--- config.mk ---
export PLATFORM = sky130hd
export DESIGN_NAME = recip_wave_gen_flat
export DESIGN_NICKNAME = d
export VERILOG_FILES = /design/src/rtl/recip_wave_gen_if.sv /design/src/rtl/recip_wave_gen.sv /design/src/flat_wrapper.sv
export SDC_FILE = /design/constraint.sdc
export NUM_CORES = 1
export LEC_CHECK = 0
export CORE_MARGIN = 10
export CORE_UTILIZATION = 40
export DETAILED_ROUTE_END_ITERATION = 7
export GPL_TIMING_DRIVEN = 0
export SLEW_MARGIN = 20
export SYNTH_ARGS = -nofsm -noshare
export SYNTH_HDL_FRONTEND = slang
export SYNTH_SLANG_ARGS = --single-unit
export TNS_END_PERCENT = 1
--- constraint.sdc ---
create_clock -name clk -period 3.75 [get_ports clk]
set_input_delay 0.75 -clock clk [delete_from_list [all_inputs] [get_ports clk]]
set_output_delay 0.75 -clock clk [all_outputs]
set_load 0.005 [all_outputs]
--- src/rtl/recip_wave_gen_if.sv ---
// Control/sample bus between the function-generator controller and the
// reciprocal-curve waveform generator.
interface recip_wave_gen_if #(
  parameter int W = 8
);
  logic         en;
  logic [W-1:0] step;
  logic [1:0]   mode;
  logic [W-1:0] wave;
  logic         sample_valid;
  logic         busy;

  modport master (output en, step, mode, input wave, sample_valid, busy);
  modport slave  (input en, step, mode, output wave, sample_valid, busy);
endinterface

--- src/rtl/recip_wave_gen.sv ---
// Reciprocal-curve waveform generator: each sample is floor(MAX/d) from a
// W-cycle restoring divider, with d derived from a stepping phase counter.
module recip_wave_gen #(
  parameter int W = 8
) (
  input  logic            clk,
  input  logic            rst,
  recip_wave_gen_if.slave bus
);

  localparam int              BW      = (W > 1) ? $clog2(W) : 1;
  localparam logic [W-1:0]    MAX     = '1;
  localparam logic [W-1:0]    MAX_M1  = MAX - 1'b1;
  localparam logic [BW-1:0]   BIT_TOP = BW'(W - 1);

  typedef enum logic [1:0] {IDLE, LOAD, DIV, DONE} state_t;

  state_t       state_q, state_d;
  logic [W-1:0] cnt_q, cnt_d;
  logic         dir_up_q, dir_up_d;
  logic [1:0]   mode_q, mode_d;
  logic [W-1:0] step_q, step_d;
  logic [W-1:0] div_q, div_d;
  logic [W-1:0] rem_q, rem_d;
  logic [W-1:0] quot_q, quot_d;
  logic [BW-1:0] bit_q, bit_d;
  logic [W-1:0] wave_q, wave_d;
  logic         sv_q, sv_d;
  logic         busy;
  logic [W:0]   trial;
  logic [W:0]   sum;

  always_ff @(posedge clk or posedge rst) begin
    if (rst) state_q <= IDLE;
    else     state_q <= state_d;
  end

  always_comb begin
    state_d = state_q;
    case (state_q)
      IDLE:    if (bus.en) state_d = LOAD;
      LOAD:    state_d = DIV;
      DIV:     if (bit_q == '0) state_d = DONE;
      DONE:    state_d = bus.en ? LOAD : IDLE;
      default: state_d = IDLE;
    endcase
  end

  always_comb begin
    busy = (state_q != IDLE);
  end

  always_comb begin
    cnt_d    = cnt_q;
    dir_up_d = dir_up_q;
    mode_d   = mode_q;
    step_d   = step_q;
    div_d    = div_q;
    rem_d    = rem_q;
    quot_d   = quot_q;
    bit_d    = bit_q;
    wave_d   = wave_q;
    sv_d     = 1'b0;
    // Dividend is MAX, so every bit shifted into the remainder is a 1.
    trial    = {rem_q, 1'b1};
    sum      = {1'b0, cnt_q} + {1'b0, step_q};
    case (state_q)
      LOAD: begin
        mode_d = bus.mode;
        step_d = bus.step;
        if (bus.mode != 2'd2) dir_up_d = 1'b1;
        div_d  = (bus.mode == 2'd1) ? cnt_q + 1'b1 : MAX - cnt_q;
        rem_d  = '0;
        quot_d = '0;
        bit_d  = BIT_TOP;
      end
      DIV: begin
        if (trial >= {1'b0, div_q}) begin
          rem_d  = trial[W-1:0] - div_q;
          quot_d = {quot_q[W-2:0], 1'b1};
        end else begin
          rem_d  = trial[W-1:0];
          quot_d = {quot_q[W-2:0], 1'b0};
        end
        bit_d = bit_q - 1'b1;
      end
      DONE: begin
        wave_d = quot_q;
        sv_d   = 1'b1;
        if (mode_q == 2'd2) begin
          // Bounce clamps at the ends rather than reflecting the overshoot.
          if (dir_up_q) begin
            if (sum >= {1'b0, MAX_M1}) begin
              cnt_d    = MAX_M1;
              dir_up_d = 1'b0;
            end else begin
              cnt_d = sum[W-1:0];
            end
          end else if (cnt_q <= step_q) begin
            cnt_d    = '0;
            dir_up_d = 1'b1;
          end else begin
            cnt_d = cnt_q - step_q;
          end
        end else if (sum >= {1'b0, MAX}) begin
          cnt_d = sum[W-1:0] - MAX;
        end else begin
          cnt_d = sum[W-1:0];
        end
      end
      default: ;
    endcase
  end

  always_ff @(posedge clk or posedge rst) begin
    if (rst) begin
      cnt_q    <= '0;
      dir_up_q <= 1'b1;
      mode_q   <= '0;
      step_q   <= '0;
      div_q    <= '0;
      rem_q    <= '0;
      quot_q   <= '0;
      bit_q    <= '0;
      wave_q   <= '0;
      sv_q     <= 1'b0;
    end else begin
      cnt_q    <= cnt_d;
      dir_up_q <= dir_up_d;
      mode_q   <= mode_d;
      step_q   <= step_d;
      div_q    <= div_d;
      rem_q    <= rem_d;
      quot_q   <= quot_d;
      bit_q    <= bit_d;
      wave_q   <= wave_d;
      sv_q     <= sv_d;
    end
  end

  assign bus.wave         = wave_q;
  assign bus.sample_valid = sv_q;
  assign bus.busy         = busy;

endmodule

--- src/flat_wrapper.sv ---
// flat-port wrapper written by rule: the top's interface ports become plain ports
module recip_wave_gen_flat 
#(
  parameter int W = 8
)
  (clk, rst, bus_en, bus_step, bus_mode, bus_wave, bus_sample_valid, bus_busy);
  recip_wave_gen_if #(.W(W)) bus_i ();
  input  logic clk;
  input  logic rst;
  input wire logic [$bits(bus_i.en)-1:0] bus_en;
  input wire logic [$bits(bus_i.step)-1:0] bus_step;
  input wire logic [$bits(bus_i.mode)-1:0] bus_mode;
  output wire logic [$bits(bus_i.wave)-1:0] bus_wave;
  output wire logic [$bits(bus_i.sample_valid)-1:0] bus_sample_valid;
  output wire logic [$bits(bus_i.busy)-1:0] bus_busy;
  assign bus_i.en = bus_en;
  assign bus_i.step = bus_step;
  assign bus_i.mode = bus_mode;
  assign bus_wave = bus_i.wave;
  assign bus_sample_valid = bus_i.sample_valid;
  assign bus_busy = bus_i.busy;
  recip_wave_gen #(.W(W)) u_core (.clk(clk), .rst(rst), .bus(bus_i));
endmodule
### After elaboration in Yosys (flattened, before gate mapping)

Index checks and enable logic that the tools add are counted.

| operators by class | value |
|---|---|
| $add $sub $neg | 7 |
| multiply operators | 0 |
| div/mod/pow operators | 0 |
| magnitude comparators | 4 |
| equality and inequality tests | 10 |
| shifts and indexed selects | 0 |
| muxes and demuxes | 22 |
| bitwise gates (word level) | 0 |
| reduce and logical (&&, ||, !) cells | 7 |

Operators with widths:

| cell | count |
|---|---|
| $mux 8 | 7 |
| $pmux 8 s2 | 2 |
| $ge 9x8->1 const B | 2 |
| $sub 8x8->8 | 2 |
| $add 8x8->9 | 1 |
| $ge 9x8->1 | 1 |
| $add 8x1->8 const B | 1 |
| $le 8x8->1 | 1 |
| $mux 1 | 8 |
| $pmux 2 s4 | 1 |
| $sub 8x8->8 const A | 1 |
| $sub 8x8->8 const B | 1 |
| $eq 2x2->1 const B | 3 |
| $ne 2x1->1 const B | 3 |
| $pmux 3 s2 | 1 |
| $reduce_bool 2->1 | 3 |
| $eq 2x1->1 const B | 2 |
| $mux 2 | 2 |
| $ne 2x2->1 const B | 2 |
| $logic_not 3->1 | 1 |
| $reduce_and 3->1 | 1 |
| $sub 3x1->3 const B | 1 |
| $logic_not 2->1 | 1 |
| $pmux 1 s2 | 1 |
| $reduce_and 2->1 | 1 |

| word-level totals | value |
|---|---|
| flip-flop bits (word level) | 57 |
| latch bits | 0 |
| bits in writable memories | 0 |
| ROM bits | 0 |
| bits of input ports | 13 |
| logic and storage cells | 61 |
| memories kept | 0 |

### Longest topological paths before layout

Gate-level depths: netlist (run 1).

| depth | value |
|---|---|
| word-level depth | 6 |
| gate-level depth with buffers | 11 |
| depth with buffers taken out | 11 |

### Least setup slack after synthesis (run 1)

No wires, ideal clock.

| timing path | value |
|---|---|
| kind | register to register |
| start point | register u_core.cnt_q[0] |
| end point | register u_core.cnt_q[6] |
| library setup time | 123 ps |
| arrival | 2744 ps |
| required time | 3627 ps |
| setup slack | 883 ps |
| cell stages (with the launch flop) | 10 |
| buffers on the path | 0 |
| clock period less this slack | 2867 ps |
| cells stage by stage | dfrtp_1 ha_1 fa_1 nor2b_1 o21ai_0 mux2_2 nor2_1 o41ai_2 a21o_1 o221a_1 |

| between the ends | value |
|---|---|
| word-level cells in the longest chain between the ends | 5 |

Ends and longest elaborated chain:

| item | line | RTL |
|---|---|---|
| from (decl) | recip_wave_gen.sv:19 | `logic [W-1:0] cnt_q, cnt_d;` |
| from (signal assigned) | recip_wave_gen.sv:128 | `cnt_q <= cnt_d;` |
| $add 8x8->9 | recip_wave_gen.sv:66 | `sum = {1'b0, cnt_q} + {1'b0, step_q};` |
| $ge 9x8->1 | recip_wave_gen.sv:93 | `if (sum >= {1'b0, MAX_M1}) begin` |
| $mux 8 | recip_wave_gen.sv:93 |  |
| $mux 8 | recip_wave_gen.sv:92 | `if (dir_up_q) begin` |
| $mux 8 * | recip_wave_gen.sv:90 | `if (mode_q == 2'd2) begin` |

Mark *: on every way between the ends. The rest lies on a longest branch, timed or not.
A chain may end at the register's enable or synchronous reset.

### Final worst setup path (run 1)

Same ends and word-level chain as after synthesis.

==> results of run 1 <==
==> layout by cell type (no fill, tap or decap), types with 2 or more instances in the layout <==
cell / netlist / final
a2111oi_0: 2 / 2
a211oi_1: 5 / 5
a21o_1: 11 / 11
a21oi_1: 22 / 22
a221o_1: 2 / 2
a31oi_1: 10 / 10
a41o_1: 2 / 2
and2_1: 2 / 2
and3_1: 7 / 7
buf_2: 2 / 2
clkbuf_1: 14 / 14
clkbuf_8: 0 / 10
clkdlybuf4s50_1: 0 / 22
clkinvlp_4: 0 / 3
dfrtp_1: 56 / 56
fa_1: 3 / 3
ha_1: 33 / 33
inv_1: 50 / 49
mux2_2: 12 / 12
mux2i_1: 2 / 2
nand2_1: 22 / 22
nand2b_1: 6 / 6
nand3_1: 16 / 16
nor2_1: 32 / 32
nor2b_1: 5 / 5
nor3_1: 7 / 7
nor4_1: 2 / 2
o211ai_1: 3 / 3
o21a_1: 4 / 4
o21ai_0: 34 / 34
o221a_1: 2 / 2
o221ai_1: 2 / 2
o22ai_1: 14 / 14
o31a_1: 3 / 3
o31ai_1: 5 / 5
o41ai_2: 2 / 2
or3_1: 2 / 2
xnor2_1: 11 / 11
xor2_1: 3 / 3
==> flip-flops by register name, summed over array words and instances (netlist names), 2 cells and up <==
name and flops:
u_core.bus.wave 8, u_core.cnt_q 8, u_core.div_q 8, u_core.quot_q 8, u_core.rem_q 8, u_core.step_q 8, u_core.bit_q 3, u_core.mode_q 2
u_core.state_q 2
==> through the flow <==
stage / worst slack, ps / instance area [um2] / instances / utilization, % / hold WS [ps]
after detailed placement: 407 / 4380 / 594 / 45.0 / 496
after CTS: 367 / 4580 / 610 / 47.1 / 514
after floorplan: 883 / 3960 / 438 / - / 473
after global routing: 213 / 4580 / 610 / 47.1 / 524
after global placement: 373 / 4350 / 593 / 44.7 / 484
final: 322 / 4580 / 610 / 47.1 / 513
==> worst max-delay path by stage <==
| stage | startpoint | endpoint | slack [ps] |
|---|---|---|---|
| final | u_core.cnt_q[0] | u_core.cnt_q[6] | 320 |
| after global routing | u_core.cnt_q[0] | u_core.cnt_q[7] | 210 |
| after CTS | u_core.cnt_q[0] | u_core.cnt_q[4] | 370 |
| after detailed placement | u_core.cnt_q[0] | u_core.cnt_q[4] | 410 |
| after global placement | u_core.cnt_q[0] | u_core.cnt_q[4] | 370 |
| after floorplan | u_core.cnt_q[0] | u_core.cnt_q[6] | 880 |
==> routing by layer <==
metal / GRT usage, % / vias up / wire length, um / part of all wire (%)
met4: 4.45 / 0 / 126 / 1.3
met5: 0 / - / 0 / 0
met2: 20.2 / 61 / 4130 / 42
met3: 2.72 / 11 / 348 / 3.6
met1: 20.0 / 1551 / 5130 / 53
li1: - / 1635 / - / -
==> critical path, delay by kind of cell (launching register included) <==
kind            cells  cell delay (ps)
flops               1              440
simple gates        2              740
fa+ha+maj           2              740
compound gates      4             1000
mux                 1              390
==> cell families after synthesis <==
kind of cell | Yosys count | synth area share [%]
xor+xnor | 15 | 3.51
fa+ha+maj | 36 | 11.9
simple gates | 105 | 12.7
buf+inv | 69 | 6.79
flops | 57 | 36.0
mux | 14 | 3.92
compound gates | 142 | 25.2
==> layout make-up <==
class	count	area, um2
tap	133	166
multi-input combinational	312	2270
fill	995	5150
sequential	57	1430
clock inverter	6	66.3
buffer	18	77.6
clock buffer	10	138
inverter	51	194
timing repair buffer	23	248
==> reports/qor.txt, run 1 <==
area share of the largest cell type after synthesis: 35.4%
Post-CTS Setup Bufs: 0
WP data required: 3980 ps
Seq cells post-synth: 57
Crit path largest cell delay: 550 ps
Fmax: 0.292 GHz
largest net degree at the start of global routing: 53
Synth Flop Type: dfrtp_1
crit path cell chain: ha_1 -> fa_1 -> nor2b_1 -> o21ai_0 -> mux2_2 -> nor2_1 -> o41ai_2 -> a21o_1 -> o221a_1
CP Capture Type: flip-flop
HP Start: u_core.quot_q[0]
die width: 120 um
die span in y: 120 um
cts hold-fix bufs: 0
RSZ-0062 raised after global routing: false
post-synth top area cell: dfrtp_1
Synth cell types: 64
vias in the first global route: 3265
number of synthesized flops with an enable pin: 0
final wirelength: 9740 um
via count: 3258
CTS sink count: 57
Worst Path Arrival: 3650 ps
# port buffers: 22
Final Hold Vio Count: 0
most frequent cell after synthesis: dfrtp_1
FF-to-FF setup slack: 320 ps
layout cells sized above 1: 9.22%
slew margin rel.: 32.5%
register area share after synthesis: 36.0%
crit share post-route: 91.4%
gp weighted congestion: 0.938
Hold Path Class: reg2reg
Async S/R FF share, synth: 100%
clk_skew: 9.78 ps
# rows: 36
Worst setup SP type: flip-flop
routed len/inst: 16.0 um
Initial Utilization: 40.7%
Slew Viols, Final: 0
IO Count: 23
maximum buffer depth of the clock tree: 2
Worst R2R Start: u_core.cnt_q[0]
PostCTS Resize Cnt: 0
cells on worst reg2reg path: 9
Final TNS setup: 0 ps
YS warnings: 0
mean post-synth cell area: 9.05 um2
fin crit period: 3430 ps
# diodes: 0
CTS tree: done
CP max stage cell: nor2_1
syn_nets: 487
Die ar.: 14300 um2
Area Growth Syn to Fin: 15.7%
Worst Hold Depth: 1
worst r2r dst: u_core.cnt_q[6]
H-Tree Level Count: 3
Vias per Instance: 5.34
max-cap viol count: 0
ranking of synthesized cells by area: dfrtp_1 (35%), ha_1 (10%), inv_1 (4.7%), o21ai_0 (4.3%), mux2_2 (3.4%)
commonest cells in the netlist: dfrtp_1 (56), inv_1 (50), o21ai_0 (34)
crit path kind: reg2reg
clock-pin slew on the worst setup and hold paths: 80 ps
DR pass1 iterations: 5
status: complete, no violations
nets: 521
Post-DP HPWL: 7280 um
Post-Syn Area: 3960 um2
Core Area: 9730 um2
post-synthesis cell count: 438
first-pass GRT wire length: 16400 um
Clock Latency Late Sink: 340 ps
initial antenna violation count: 0
crit-path max FO: 9
drt drc: 0
CTS Buf Count: 9
final setup fails: 0
remaining antenna violation count: 0
DRC marker count from the first detailed-route iteration: 201
Hold Path End: u_core.bus.wave[0]
worst slew pin tran: 1010 ps
aggregate global-route resource usage: 13.9%
GRT overflow: 0
Root Buffer: clkbuf_8
Power of run 1 is left out: the tool's default activity adds up to more than one toggle a clock period on the data nets, which glitch-free logic cannot reach.
==> run 2, diff against run 1 <==
CORE_ASPECT_RATIO = 2   (was not set)
==> reports/qor.txt, run 2 (same netlist as run 1, synthesis figures left out) <==
CP Launch Point: u_core.cnt_q[0]
Worst Path Arrival: 3770 ps (+120 ps)
CP max stage cell: nor2_1
largest net degree at the start of global routing: 52 (-1.9%)
crit path kind: reg2reg
fin crit period: 3570 ps (+137 ps)
Die ar.: 14500 um2 (+1.7%)
Slew Viols, Final: 0 (unchanged)
CP Capture Type: flip-flop
clk_skew: 8.79 ps (-0.991 ps)
WP data required: 3960 ps (-20 ps)
vias in the first global route: 3650 (+12%)
first-pass GRT wire length: 18300 um (+11%)
register area: 1430 um2 (unchanged)
max-cap viol count: 0 (unchanged)
maximum buffer depth of the clock tree: 2 (unchanged)
remaining antenna violation count: 0 (unchanged)
Hold Path Class: reg2reg
# rows: 51 (+42%)
GRT overflow: 0 (unchanged)
Post-CTS Setup Bufs: 0 (unchanged)
commonest cells after routing, fill and taps aside: dfrtp_1 (56), inv_1 (49), o21ai_0 (34)
Fmax: 0.280 GHz (-3.9%)
Initial Utilization: 40.9% (+0.13 points)
die width: 90.4 um (-24%)
H-Tree Level Count: 3 (unchanged)
Core Area: 9700 um2 (-0.31%)
nets: 521 (unchanged)
worst r2r dst: u_core.cnt_q[6]
FF-to-FF setup slack: 180 ps (-140 ps)
die span in y: 161 um (+34%)
crit-path max FO: 9 (unchanged)
IO Count: 23 (unchanged)
drt drc: 0 (unchanged)
Final Hold Vio Count: 0 (unchanged)
RSZ-0062 raised after global routing: false
via count: 3374 (+3.6%)
initial antenna violation count: 0 (unchanged)
final wirelength: 11100 um (+14%)
routed len/inst: 18.2 um (+14%)
status: complete, no violations
gp weighted congestion: 0.977 (+4.2%)
Final TNS setup: 0 ps (unchanged)
CTS tree: done
CTS Buf Count: 9 (unchanged)
Hold Path End: u_core.bus.wave[6]
Worst setup SP type: flip-flop
Area Growth Syn to Fin: 18.8%
HP Start: u_core.bus.wave[6]
Vias per Instance: 5.54 (+3.7%)
cts hold-fix bufs: 0 (unchanged)
worst slew pin tran: 946 ps (-64.2 ps)
area of the multi-input gates: 2270 um2 (unchanged)
CTS sink count: 57 (unchanged)
final setup fails: 0 (unchanged)
Worst R2R Start: u_core.cnt_q[0]
# port buffers: 22 (unchanged)
slew margin rel.: 36.8% (+4.3 points)
Layout fillers: 1012 (+1.7%)
cells on worst reg2reg path: 9 (unchanged)
commonest non-fill, non-tap cell in the layout: dfrtp_1
Root Buffer: clkbuf_16
DRC marker count from the first detailed-route iteration: 107 (-47%)
aggregate global-route resource usage: 15.8% (+1.9 points)
# diodes: 0 (unchanged)
Worst Hold Depth: 1 (unchanged)
Post-DP HPWL: 8850 um (+22%)
layout cells sized above 1: 9.22% (unchanged)
Clock Latency Late Sink: 330 ps (about the same)
Crit path largest cell delay: 580 ps (+30 ps)
DR pass1 iterations: 4 (-1)
crit share post-route: 95.1% (+3.7 points)
clock-pin slew on the worst setup and hold paths: 60 ps (-20 ps)
crit path cell chain: ha_1 -> fa_1 -> nor2b_1 -> o21ai_0 -> mux2_2 -> nor2_1 -> o41ai_2 -> a21o_1 -> o221a_1
PostCTS Resize Cnt: 0 (unchanged)
## run 2: cell types whose count changed in the layout (fill, tap and decap cells not counted)
cell,previous run,this run
bufinv_16,1,2
clkbuf_16,0,9
clkbuf_8,10,0
clkinv_2,1,0
clkinv_4,0,3
clkinvlp_4,3,1
## run 2: stage by stage
stage	util (%)	setup WS (ps)	hold WS, ps	instances	instance area (um2)
finish	48.5	185	504	609	4710
global route	48.5	22.1	528	609	4710
CTS	48.5	198	509	609	4710
detailed placement	45.1	207	496	593	4380
global placement	44.8	256	491	592	4350
floorplan	-	883	473	438	3960
## run 2: per-layer routing
layer  part of all wire [%]  GRT usage [%]  wire length, um  up-vias
met2                     61           32.0             6740       52
met3                    1.8           2.52              200       27
met4                    4.0           10.2              444        0
li1                       -              -                -     1638
met5                      0              0                0        -
met1                     34           13.5             3730     1657
## run 2: worst max path at each step
stage,endpoint,slack (ps)
2_1_floorplan,u_core.cnt_q[6],880
3_3_place_gp,u_core.cnt_q[6],260
3_5_place_dp,u_core.cnt_q[6],210
6_report,u_core.cnt_q[6],180
4_1_cts,u_core.cnt_q[6],200
5_1_grt,u_core.cnt_q[7],20
## run 2: area by class of cell
type | count | share of cell area (%)
inverter | 51 | 4.12
clock inverter | 7 | 2.18
sequential | 57 | 30.3
clock buffer | 9 | 4.79
timing repair buffer | 23 | 5.26
buffer | 18 | 1.65
multi-input combinational | 312 | 48.2
tap | 132 | 3.51
## run 2: critical path: cells and delay by family, from the launching register on
family / cells / cell delay, ps
simple gates: 2 / 780
fa+ha+maj: 2 / 710
mux: 1 / 400
flops: 1 / 450
compound gates: 4 / 1110
Power of run 2 is left out for the same reason.
